--- src/rtl/ps2_pkg.sv ---
// Shared PS/2 definitions: host-transmit FSM encoding, command/response bytes,
// and the frame parity helper.
package ps2_pkg;

  typedef enum logic [2:0] {
    TX_IDLE,
    TX_INHIBIT,
    TX_START,
    TX_DATA,
    TX_PARITY,
    TX_STOP,
    TX_ACK,
    TX_WAIT_IDLE
  } tx_state_e;

  localparam logic [7:0] PS2_CMD_LEDS  = 8'hED;
  localparam logic [7:0] PS2_CMD_RESET = 8'hFF;
  localparam logic [7:0] PS2_ACK       = 8'hFA;
  localparam logic [7:0] PS2_BAT_OK    = 8'hAA;

  // PS/2 frames carry odd parity over the eight data bits
  function automatic logic odd_parity(input logic [7:0] d);
    return ~^d;
  endfunction

endpackage

--- src/rtl/ps2_edge_sync.sv ---
// Two-flop synchronisers for the PS/2 pins plus a falling-edge strobe per pin.
// Flops reset to 1 (idle bus level) so reset release never fakes an edge.
module ps2_edge_sync #(
  parameter int NUM = 2
) (
  input  logic           clk_i,
  input  logic           rst_ni,
  input  logic [NUM-1:0] pin_i,
  output logic [NUM-1:0] sync_o,
  output logic [NUM-1:0] fall_o
);

  logic [NUM-1:0] s1_q, s2_q, s3_q;

  // metastability chain plus one delayed copy for edge detection
  always_ff @(posedge clk_i or negedge rst_ni) begin
    if (!rst_ni) begin
      s1_q <= '1;
      s2_q <= '1;
      s3_q <= '1;
    end else begin
      s1_q <= pin_i;
      s2_q <= s1_q;
      s3_q <= s2_q;
    end
  end

  assign sync_o = s2_q;
  assign fall_o = s3_q & ~s2_q;

endmodule

--- src/rtl/ps2_host_tx.sv ---
// Host-to-device PS/2 transmitter: inhibit, request-to-send, shifts a byte out
// on device clocks, reads the ACK bit, and guards the whole frame with a timeout.
// Optional feature macro: PS2_TX_ACK_CHECK_EN (a high ACK bit raises ERROR).
module ps2_host_tx
  import ps2_pkg::*;
#(
  parameter int CLK_HZ     = 25_000_000,
  parameter int INHIBIT_US = 100,
  parameter int TIMEOUT_MS = 15
) (
  input  logic       clk_i,
  input  logic       rst_ni,
  input  logic       ps2_clk_i,
  input  logic       ps2_data_i,
  output logic       ps2_clk_oe_o,
  output logic       ps2_data_oe_o,
  input  logic [7:0] data_i,
  input  logic       write_i,
  output logic       busy_o,
  output logic       done_o,
  output logic       error_o
);

  localparam int INH_CYC = CLK_HZ / 1_000_000 * INHIBIT_US;
  localparam int TO_CYC  = CLK_HZ / 1000 * TIMEOUT_MS;
  localparam int CNT_MAX = (INH_CYC > TO_CYC) ? INH_CYC : TO_CYC;
  localparam int CNT_W   = $clog2(CNT_MAX + 1);
  localparam logic [CNT_W-1:0] INH_LAST = CNT_W'(INH_CYC - 1);
  localparam logic [CNT_W-1:0] TO_LAST  = CNT_W'(TO_CYC - 1);

  // bit 0 = clock pin, bit 1 = data pin
  logic [1:0] pin_s, pin_f;

  ps2_edge_sync #(.NUM(2)) u_sync (
    .clk_i  (clk_i),
    .rst_ni (rst_ni),
    .pin_i  ({ps2_data_i, ps2_clk_i}),
    .sync_o (pin_s),
    .fall_o (pin_f)
  );

  wire clk_s    = pin_s[0];
  wire data_s   = pin_s[1];
  wire clk_fall = pin_f[0];

  tx_state_e        state_q, state_d;
  logic [CNT_W-1:0] cnt_q, cnt_d;
  logic [7:0]       sh_q, sh_d;
  logic [2:0]       bit_q, bit_d;
  logic             par_q, par_d;
  logic             ack_bad_q, ack_bad_d;
  logic             done_q, done_d;
  logic             err_q, err_d;

  // state, shifter, shared inhibit/timeout counter and result pulses
  always_ff @(posedge clk_i or negedge rst_ni) begin
    if (!rst_ni) begin
      state_q   <= TX_IDLE;
      cnt_q     <= '0;
      sh_q      <= '0;
      bit_q     <= '0;
      par_q     <= 1'b0;
      ack_bad_q <= 1'b0;
      done_q    <= 1'b0;
      err_q     <= 1'b0;
    end else begin
      state_q   <= state_d;
      cnt_q     <= cnt_d;
      sh_q      <= sh_d;
      bit_q     <= bit_d;
      par_q     <= par_d;
      ack_bad_q <= ack_bad_d;
      done_q    <= done_d;
      err_q     <= err_d;
    end
  end

  // next state and pin drive; pin drive decodes from state so reset frees the bus at once
  always_comb begin
    state_d       = state_q;
    cnt_d         = cnt_q;
    sh_d          = sh_q;
    bit_d         = bit_q;
    par_d         = par_q;
    ack_bad_d     = ack_bad_q;
    done_d        = 1'b0;
    err_d         = 1'b0;
    ps2_clk_oe_o  = 1'b0;
    ps2_data_oe_o = 1'b0;
    case (state_q)
      TX_IDLE: if (write_i) begin
        sh_d      = data_i;
        par_d     = odd_parity(data_i);
        bit_d     = '0;
        cnt_d     = '0;
        ack_bad_d = 1'b0;
        state_d   = TX_INHIBIT;
      end
      TX_INHIBIT: begin
        ps2_clk_oe_o  = 1'b1;
        ps2_data_oe_o = (cnt_q == INH_LAST);
        cnt_d         = cnt_q + 1'b1;
        if (cnt_q == INH_LAST) begin
          cnt_d   = '0;
          state_d = TX_START;
        end
      end
      TX_START: begin
        ps2_data_oe_o = 1'b1;
        if (clk_fall) state_d = TX_DATA;
      end
      TX_DATA: begin
        ps2_data_oe_o = ~sh_q[0];
        if (clk_fall) begin
          if (bit_q == 3'd7) state_d = TX_PARITY;
          else begin
            sh_d  = sh_q >> 1;
            bit_d = bit_q + 1'b1;
          end
        end
      end
      TX_PARITY: begin
        ps2_data_oe_o = ~par_q;
        if (clk_fall) state_d = TX_STOP;
      end
      TX_STOP: if (clk_fall) begin
`ifdef PS2_TX_ACK_CHECK_EN
        ack_bad_d = data_s;
`else
        ack_bad_d = 1'b0;
`endif
        state_d = TX_ACK;
      end
      TX_ACK: state_d = TX_WAIT_IDLE;
      TX_WAIT_IDLE: if (clk_s && data_s) begin
        done_d  = ~ack_bad_q;
        err_d   = ack_bad_q;
        state_d = TX_IDLE;
      end
      default: state_d = TX_IDLE;
    endcase
    // frame watchdog from clock release until the line is idle again
    if (state_q inside {TX_START, TX_DATA, TX_PARITY, TX_STOP, TX_ACK, TX_WAIT_IDLE}) begin
      cnt_d = cnt_q + 1'b1;
      if (cnt_q == TO_LAST) begin
        done_d  = 1'b0;
        err_d   = 1'b1;
        state_d = TX_IDLE;
      end
    end
  end

  assign busy_o  = (state_q != TX_IDLE);
  assign done_o  = done_q;
  assign error_o = err_q;

endmodule
--- config.mk ---
export PLATFORM = sky130hd
export DESIGN_NAME = ps2_host_tx
export DESIGN_NICKNAME = d
export VERILOG_FILES = /design/src/rtl/ps2_pkg.sv /design/src/rtl/ps2_edge_sync.sv /design/src/rtl/ps2_host_tx.sv
export SDC_FILE = /design/constraint.sdc
export NUM_CORES = 1
export LEC_CHECK = 0
export ABC_AREA = 1
export CAP_MARGIN = 20
export CORE_MARGIN = 10
export CORE_UTILIZATION = 50
export DETAILED_ROUTE_END_ITERATION = 7
export GPL_TIMING_DRIVEN = 1
export PLACE_DENSITY = 0.72
export SETUP_SLACK_MARGIN = 0.5
export SLEW_MARGIN = 0
export SYNTH_ARGS = -nofsm -noshare
export SYNTH_HDL_FRONTEND = slang
export SYNTH_SLANG_ARGS = --single-unit
--- constraint.sdc ---
create_clock -name clk_i -period 1.8 [get_ports clk_i]
set_clock_uncertainty 0.05 [all_clocks]
set_input_delay 0.36 -clock clk_i [delete_from_list [all_inputs] [get_ports clk_i]]
set_output_delay 0.36 -clock clk_i [all_outputs]
set_load 0.02 [all_outputs]
==> Word-level counts from Yosys, hierarchy flattened <==
Index checks and enable logic that the tools add are counted.
{ "op_classes": {"addsub": 2, "eq_ne": 15, "muxes": 36, "bitwise_logic": 5, "n_reduce_logical": 12} }
{ "ops": {"columns": ["cell", "count"], "rows": [
  ["2-to-1 mux 19 bit", 3],
  ["2-to-1 mux 3 bit", 13],
  ["one-hot mux 19 bit (2 select lines)", 1],
  ["2-to-1 mux 8 bit", 3],
  ["one-hot mux 3 bit (8 select lines)", 1],
  ["adder 19 x 1 -> 19 bit, second input constant", 1],
  ["== test 19 x 12 -> 1 bit, second input constant", 1],
  ["== test 19 bit, second input constant", 1],
  ["one-hot mux 8 bit (2 select lines)", 1],
  ["== test 3 bit, second input constant", 5],
  ["2-to-1 mux 1 bit", 11],
  ["!= test 2 bit, second input constant", 4],
  ["XNOR reduction 8 bit", 1],
  ["== test 3 x 2 -> 1 bit, second input constant", 2],
  ["one-hot mux 3 bit (2 select lines)", 1],
  ["nonzero test 3 bit", 2],
  ["nonzero test 6 bit", 1],
  ["inverter 1 bit", 4],
  ["one-hot mux 1 bit (4 select lines)", 1],
  ["AND reduction 2 bit", 2],
  ["AND reduction 4 bit", 1],
  ["nonzero test 2 bit", 2],
  ["adder 3 x 1 -> 3 bit, second input constant", 1],
  ["== test 3 x 1 -> 1 bit, second input constant", 1],
  ["other kinds (6)", 6]
]} }
{ "word_totals": {"regBits": 42, "wordCells": 81} }

==> Logic depth before layout (Yosys ltp) <==
Gate-level depths: netlist of the first run.
{ "logic_depth": {"ltp_word": 6, "ltp_mapped": 10} }

==> Hierarchy <==
Synthesis of the first run repeated with hierarchy kept, for this count alone.
{ "hier_totals": {"cells_unflattened": 355, "hier_area_um2": 2563.7} }
{ "modules_own_cells": {"columns": ["mod", "instances", "cells_each", "area_per_inst_um2"], "rows": [
  ["ps2_host_tx", 1, 345, 2386.0],
  ["ps2_edge_sync", 1, 10, 177.7]
]} }

==> Worst setup path after synthesis of the first run <==
No wires, ideal clock.
{ "synth_timing": {"path_kind": "reg-to-output", "start": "register cnt_q[0]", "end": "output ps2_data_oe_o", "arrival_ns": 1.253, "t_required_ns": 1.390, "path_slack_ns": 0.137, "stages_incl_launch_ff": 7, "n_path_buf": 1, "cell_sequence": "dfrtp_1 ha_1 buf_2 nand2_1 nor2_1 nand4_1 nand3b_1"} }
{ "synth_via": {"elab_chain_len": 2} }
{ "synth_lines": {"columns": ["item", "line", "rtl"], "rows": [
  ["from (decl)", "ps2_host_tx.sv:47", "logic [CNT_W-1:0] cnt_q, cnt_d;"],
  ["from (signal assigned)", "ps2_host_tx.sv:68", "cnt_q <= cnt_d;"],
  ["== test 19 x 12 -> 1 bit", "ps2_host_tx.sv:101", "ps2_data_oe_o = (cnt_q == INH_LAST);"],
  ["one-hot mux 1 bit (4 select lines)", "ps2_host_tx.sv:90", "case (state_q)"],
  ["to (decl)", "ps2_host_tx.sv:16", "output logic ps2_data_oe_o,"]
]} }
Every way passes these cells.

==> Final worst setup path of the first run <==
{ "layout_timing": {"start": "register cnt_q[2]", "end": "output ps2_data_oe_o"} }
Same word-level chain as after synthesis.

==> flow_summary_export.csv, run 1 <==
group,metric,value,unit
status,outcome,"complete, but fails checks",
status,violations,"negative setup slack",
timing,slew_viol_final,0,
cts,cts_sinks,41,
timing,rsz0062_at_grt,"yes",
placement,place_inst,477,
placement,placed_area,3170,um^2
critical_path,r2r_cells,11,
global_routing,track_usage,20.5,%
cts,h-tree-depth,2,
critical_path,cp_max_fo,2,
critical_path,slowest_delay,0.40,ns
timing,fin_crit_sh,107,%
min_path,worstHoldEndpoint,"u_sync.sync_o[0]$_DFF_PN1_",
detailed_routing,ant_nets,0,
synth,syn_area,2540,um^2
final_layout,layout-drive-gt1-share,43.2,%
final_layout,diodes,0,
critical_path,worstReg2RegStart,"cnt_q[1]$_DFFE_PN0P_",
timing,final-setup-viol-count,9,
timing,finalSetupTns,-0.370,ns
floorplanning,die_w,91.3,um
synth,ys_seq_area_share,40.6,%
timing,final_hold_viol_count,0,
power_and_ir_drop,peakVddDrop,1.01,mV
placement,gp_congestion,0.973,
synth,ys_top_cells_by_area,"dfrtp_1, nand2_1, nor2_1",
critical_path,crit_arrival,1.52,ns
floorplanning,io_pins,18,
critical_path,cp-end-kind,"output port",
synth,async_flop_share,100,%
detailed_routing,via_per_inst,5.94,
detailed_routing,drtIter0Drc,476,
floorplanning,initial_core_util,52.8,%
synth,syn_nets,370,
cts,cts-root-buf,"clkbuf_8",
global_routing,grt_pass1_vias,2822,
final_layout,fin_cells,521,
final_layout,fin_nets,469,
floorplanning,num_rows,25,
cts,cts_tree,"built",
critical_path,crit_family,"simple AND/OR/NAND/NOR gates",
critical_path,cp_cell_sequence,"nor2_2 -> nand2_2 -> nor2_4 -> nand4_1 -> nand3b_1 -> buf_6",
final_layout,fillers,281,
critical_path,worstReg2RegEnd,"cnt_q[14]$_DFFE_PN0P_",
detailed_routing,wl_per_cell,18.1,um
final_layout,fin_util,82.7,%
floorplanning,fp.dieH,91.3,um
cts,ctsLongestPathBuffers,2,
timing,max_slew_margin,65.4,%
global_routing,grt_first_pass_wirelength,14200,um
global_routing,overflow,0,
synth,yosys_warnings,0,
timing,worstMarginPinSlew,0.519,ns
synth,syn_area_per_cell,7.18,um^2
synth,yosysTopAreaCell,"dfrtp_1",
critical_path,crit_type,"flip-flop to output port",
global_routing,antenna_found_initial,0,
detailed_routing,vias,3093,
timing,setup_slack,-0.130,ns
power_and_ir_drop,p_leak,1.79,nW
detailed_routing,route.detailed.drc,0,
critical_path,cp_num_buf_inv,1,
critical_path,rrSetupSlack,-0.05,ns
critical_path,required,1.39,ns
placement,place_hpwl,5240,um
floorplanning,core_area,4820,um^2
final_layout,area_delta_synth_final,56.8,%
cts,cts_made_buffers,5,
floorplanning,dieArea,8330,um^2
cts,clk_latency,0.31,ns
run,cap_violations,0,
detailed_routing,firstDrtPassIters,6,
timing,max_freq,518,MHz
min_path,min_path_cells,0,
power_and_ir_drop,power_per_cell_area,995,nW/um^2
global_routing,grt_max_degree,22,
synth,ys.flop_type,"dfrtp_1",
synth,synth-edff-count,0,
min_path,worstHoldPathType,"flip-flop to flip-flop",
synth,synth-seq-cells,41,
min_path,holdCritStartpoint,"u_sync.s1_q[0]$_DFF_PN1_",
final_layout,fin_area,3980,um^2
cts,clk_pin_slew,0.08,ns
synth,post_synth_inst_count,354,
synth,synth.distinct_cells,29,
placement,dp_slack,-0.262,ns
critical_path,cp_slowest_cell,"dfrtp_1",
timing,fin_crit,1.93,ns
detailed_routing,routed_wl,9450,um
critical_path,crit_path_start_kind,"flip-flop",
critical_path,worst-path-stages,6,
placement,portBuffers,17,
synth,netlist.area_leader.share,35.5,%
Yosys cell counts, types with 2 or more instances:
| library cell | number |
|---|---|
| o211ai_1 | 8 |
| and2_1 | 2 |
| xor2_1 | 9 |
| nor4_1 | 3 |
| nand2_1 | 92 |
| dfstp_2 | 5 |
| o21ai_0 | 12 |
| inv_1 | 32 |
| a31oi_1 | 7 |
| ha_1 | 3 |
| buf_6 | 2 |
| nor2_1 | 56 |
| buf_2 | 7 |
| inv_2 | 4 |
| nand4_1 | 10 |
| dfrtp_1 | 36 |
| xnor2_1 | 5 |
| nor2_2 | 4 |
| nand2_2 | 2 |
| nor3_2 | 2 |
| nand3b_1 | 2 |
| nand3_1 | 36 |
| nor3_1 | 9 |
flip-flops by register name (all words and copies together) (netlist names):
register / count
sh_q: 8
cnt_q: 19
u_sync.s3_q: 1
error_o: 1
u_sync.sync_o: 2
bit_q: 3
done_o: 1
par_q: 1
state_q: 3
u_sync.s1_q: 2
cell families after synthesis:
kind of cell	Yosys count	share of synthesized area [%]
simple gates	220	38.2
flops	41	40.6
buf+inv	47	8.03
compound gates	29	6.89
xor+xnor	14	4.83
fa+ha+maj	3	1.48
final cells by class:
class                   instances  area [um^2]  share of cell area (%)
well taps                      67         83.8                    2.10
clock inverters                 2         35.0                   0.879
multi-input cells             267         1680                    42.3
inverters                      37          164                    4.11
clock buffers                   6         72.6                    1.82
repair buffers                101          911                    22.9
flip-flops and latches         41         1030                    25.9
how the worst max path moves through the flow:
| stage | startpoint | end | slack (ns) |
|---|---|---|---|
| global route | cnt_q[2]$_DFFE_PN0P_ | ps2_data_oe_o | -0.19 |
| floorplan | cnt_q[0]$_DFFE_PN0P_ | ps2_data_oe_o | 0.19 |
| CTS | cnt_q[1]$_DFFE_PN0P_ | ps2_data_oe_o | -0.06 |
| global placement | cnt_q[1]$_DFFE_PN0P_ | ps2_data_oe_o | -0.24 |
| detailed placement | cnt_q[0]$_DFFE_PN0P_ | ps2_data_oe_o | -0.26 |
| finish | cnt_q[2]$_DFFE_PN0P_ | ps2_data_oe_o | -0.13 |
where the power goes:
| group | leakage, nW | total, mW | switching (mW) | internal (mW) |
|---|---|---|---|---|
| combinational | 1.22 | 1.97 | 1.06 | 0.914 |
| clock | 0.0552 | 0.760 | 0.348 | 0.412 |
| sequential | 0.519 | 1.23 | 0.142 | 1.09 |
| total | 1.79 | 3.96 | 1.55 | 2.42 |
per-stage QoR:
step           hold WS, ns  power (mW)
4_1_cts              0.309        3.46
5_1_grt              0.313        4.12
6_report             0.310        3.96
2_1_floorplan       0.0144        1.87
3_5_place_dp         0.298        2.32
3_3_place_gp         0.297        2.28
metal layers:
metal	vias to the layer above	part of all wire (%)	track usage (%)
li1	1355	-	-
met1	1473	39	25.6
met2	209	48	34.1
met3	56	9.5	5.02
met4	0	3.4	6.53
met5	-	0	0
cell usage in the layout, fill, tap and decap left out, types with 2 or more instances in the layout:
cell type        count
o21ai_0              4
buf_12               2
nand3_4              3
and2_1               2
buf_4               56
a31oi_1              7
nand2_4              5
nor3_4               2
nand2_2             20
ha_2                 2
o21ai_2              3
dfstp_2              5
nand3b_1             2
nor2_1              30
xor2_1               9
nor2_2              16
o211ai_1             8
inv_2                8
nand4_1             10
nor2_4              15
buf_6               28
clkdlybuf4s50_1     11
nor3_1               7
o21ai_1              5
dfrtp_1             35
nand2_1             70
xnor2_1              5
nor3_2               2
nand3_2              7
clkbuf_8             5
nand3_1             26
inv_1               23
inv_4                3
buf_2                3
repair_timing:
action | CTS | global route
hold buffers | 1 | 0
gates cloned | 1 | 0
resized for setup | 99 | 53
pin swaps | 29 | 31
setup buffers | 19 | 15
endpoints found under the hold margin | 15 | 0
endpoints found under the setup margin | 41 | 39
Note: power is estimated with default switching activity, not from simulation.
==> run 2: changes to the inputs <==
--- a/config.mk
+++ b/config.mk
@@ -6,6 +6,7 @@
 export NUM_CORES = 1
 export LEC_CHECK = 0
 export ABC_AREA = 1
+export ABC_CLOCK_PERIOD_IN_PS = 1800
 export CAP_MARGIN = 20
 export CORE_MARGIN = 10
 export CORE_UTILIZATION = 50
==> results of run 2 <==
The final DEF is identical to that of run 1; final timing and power are the same.
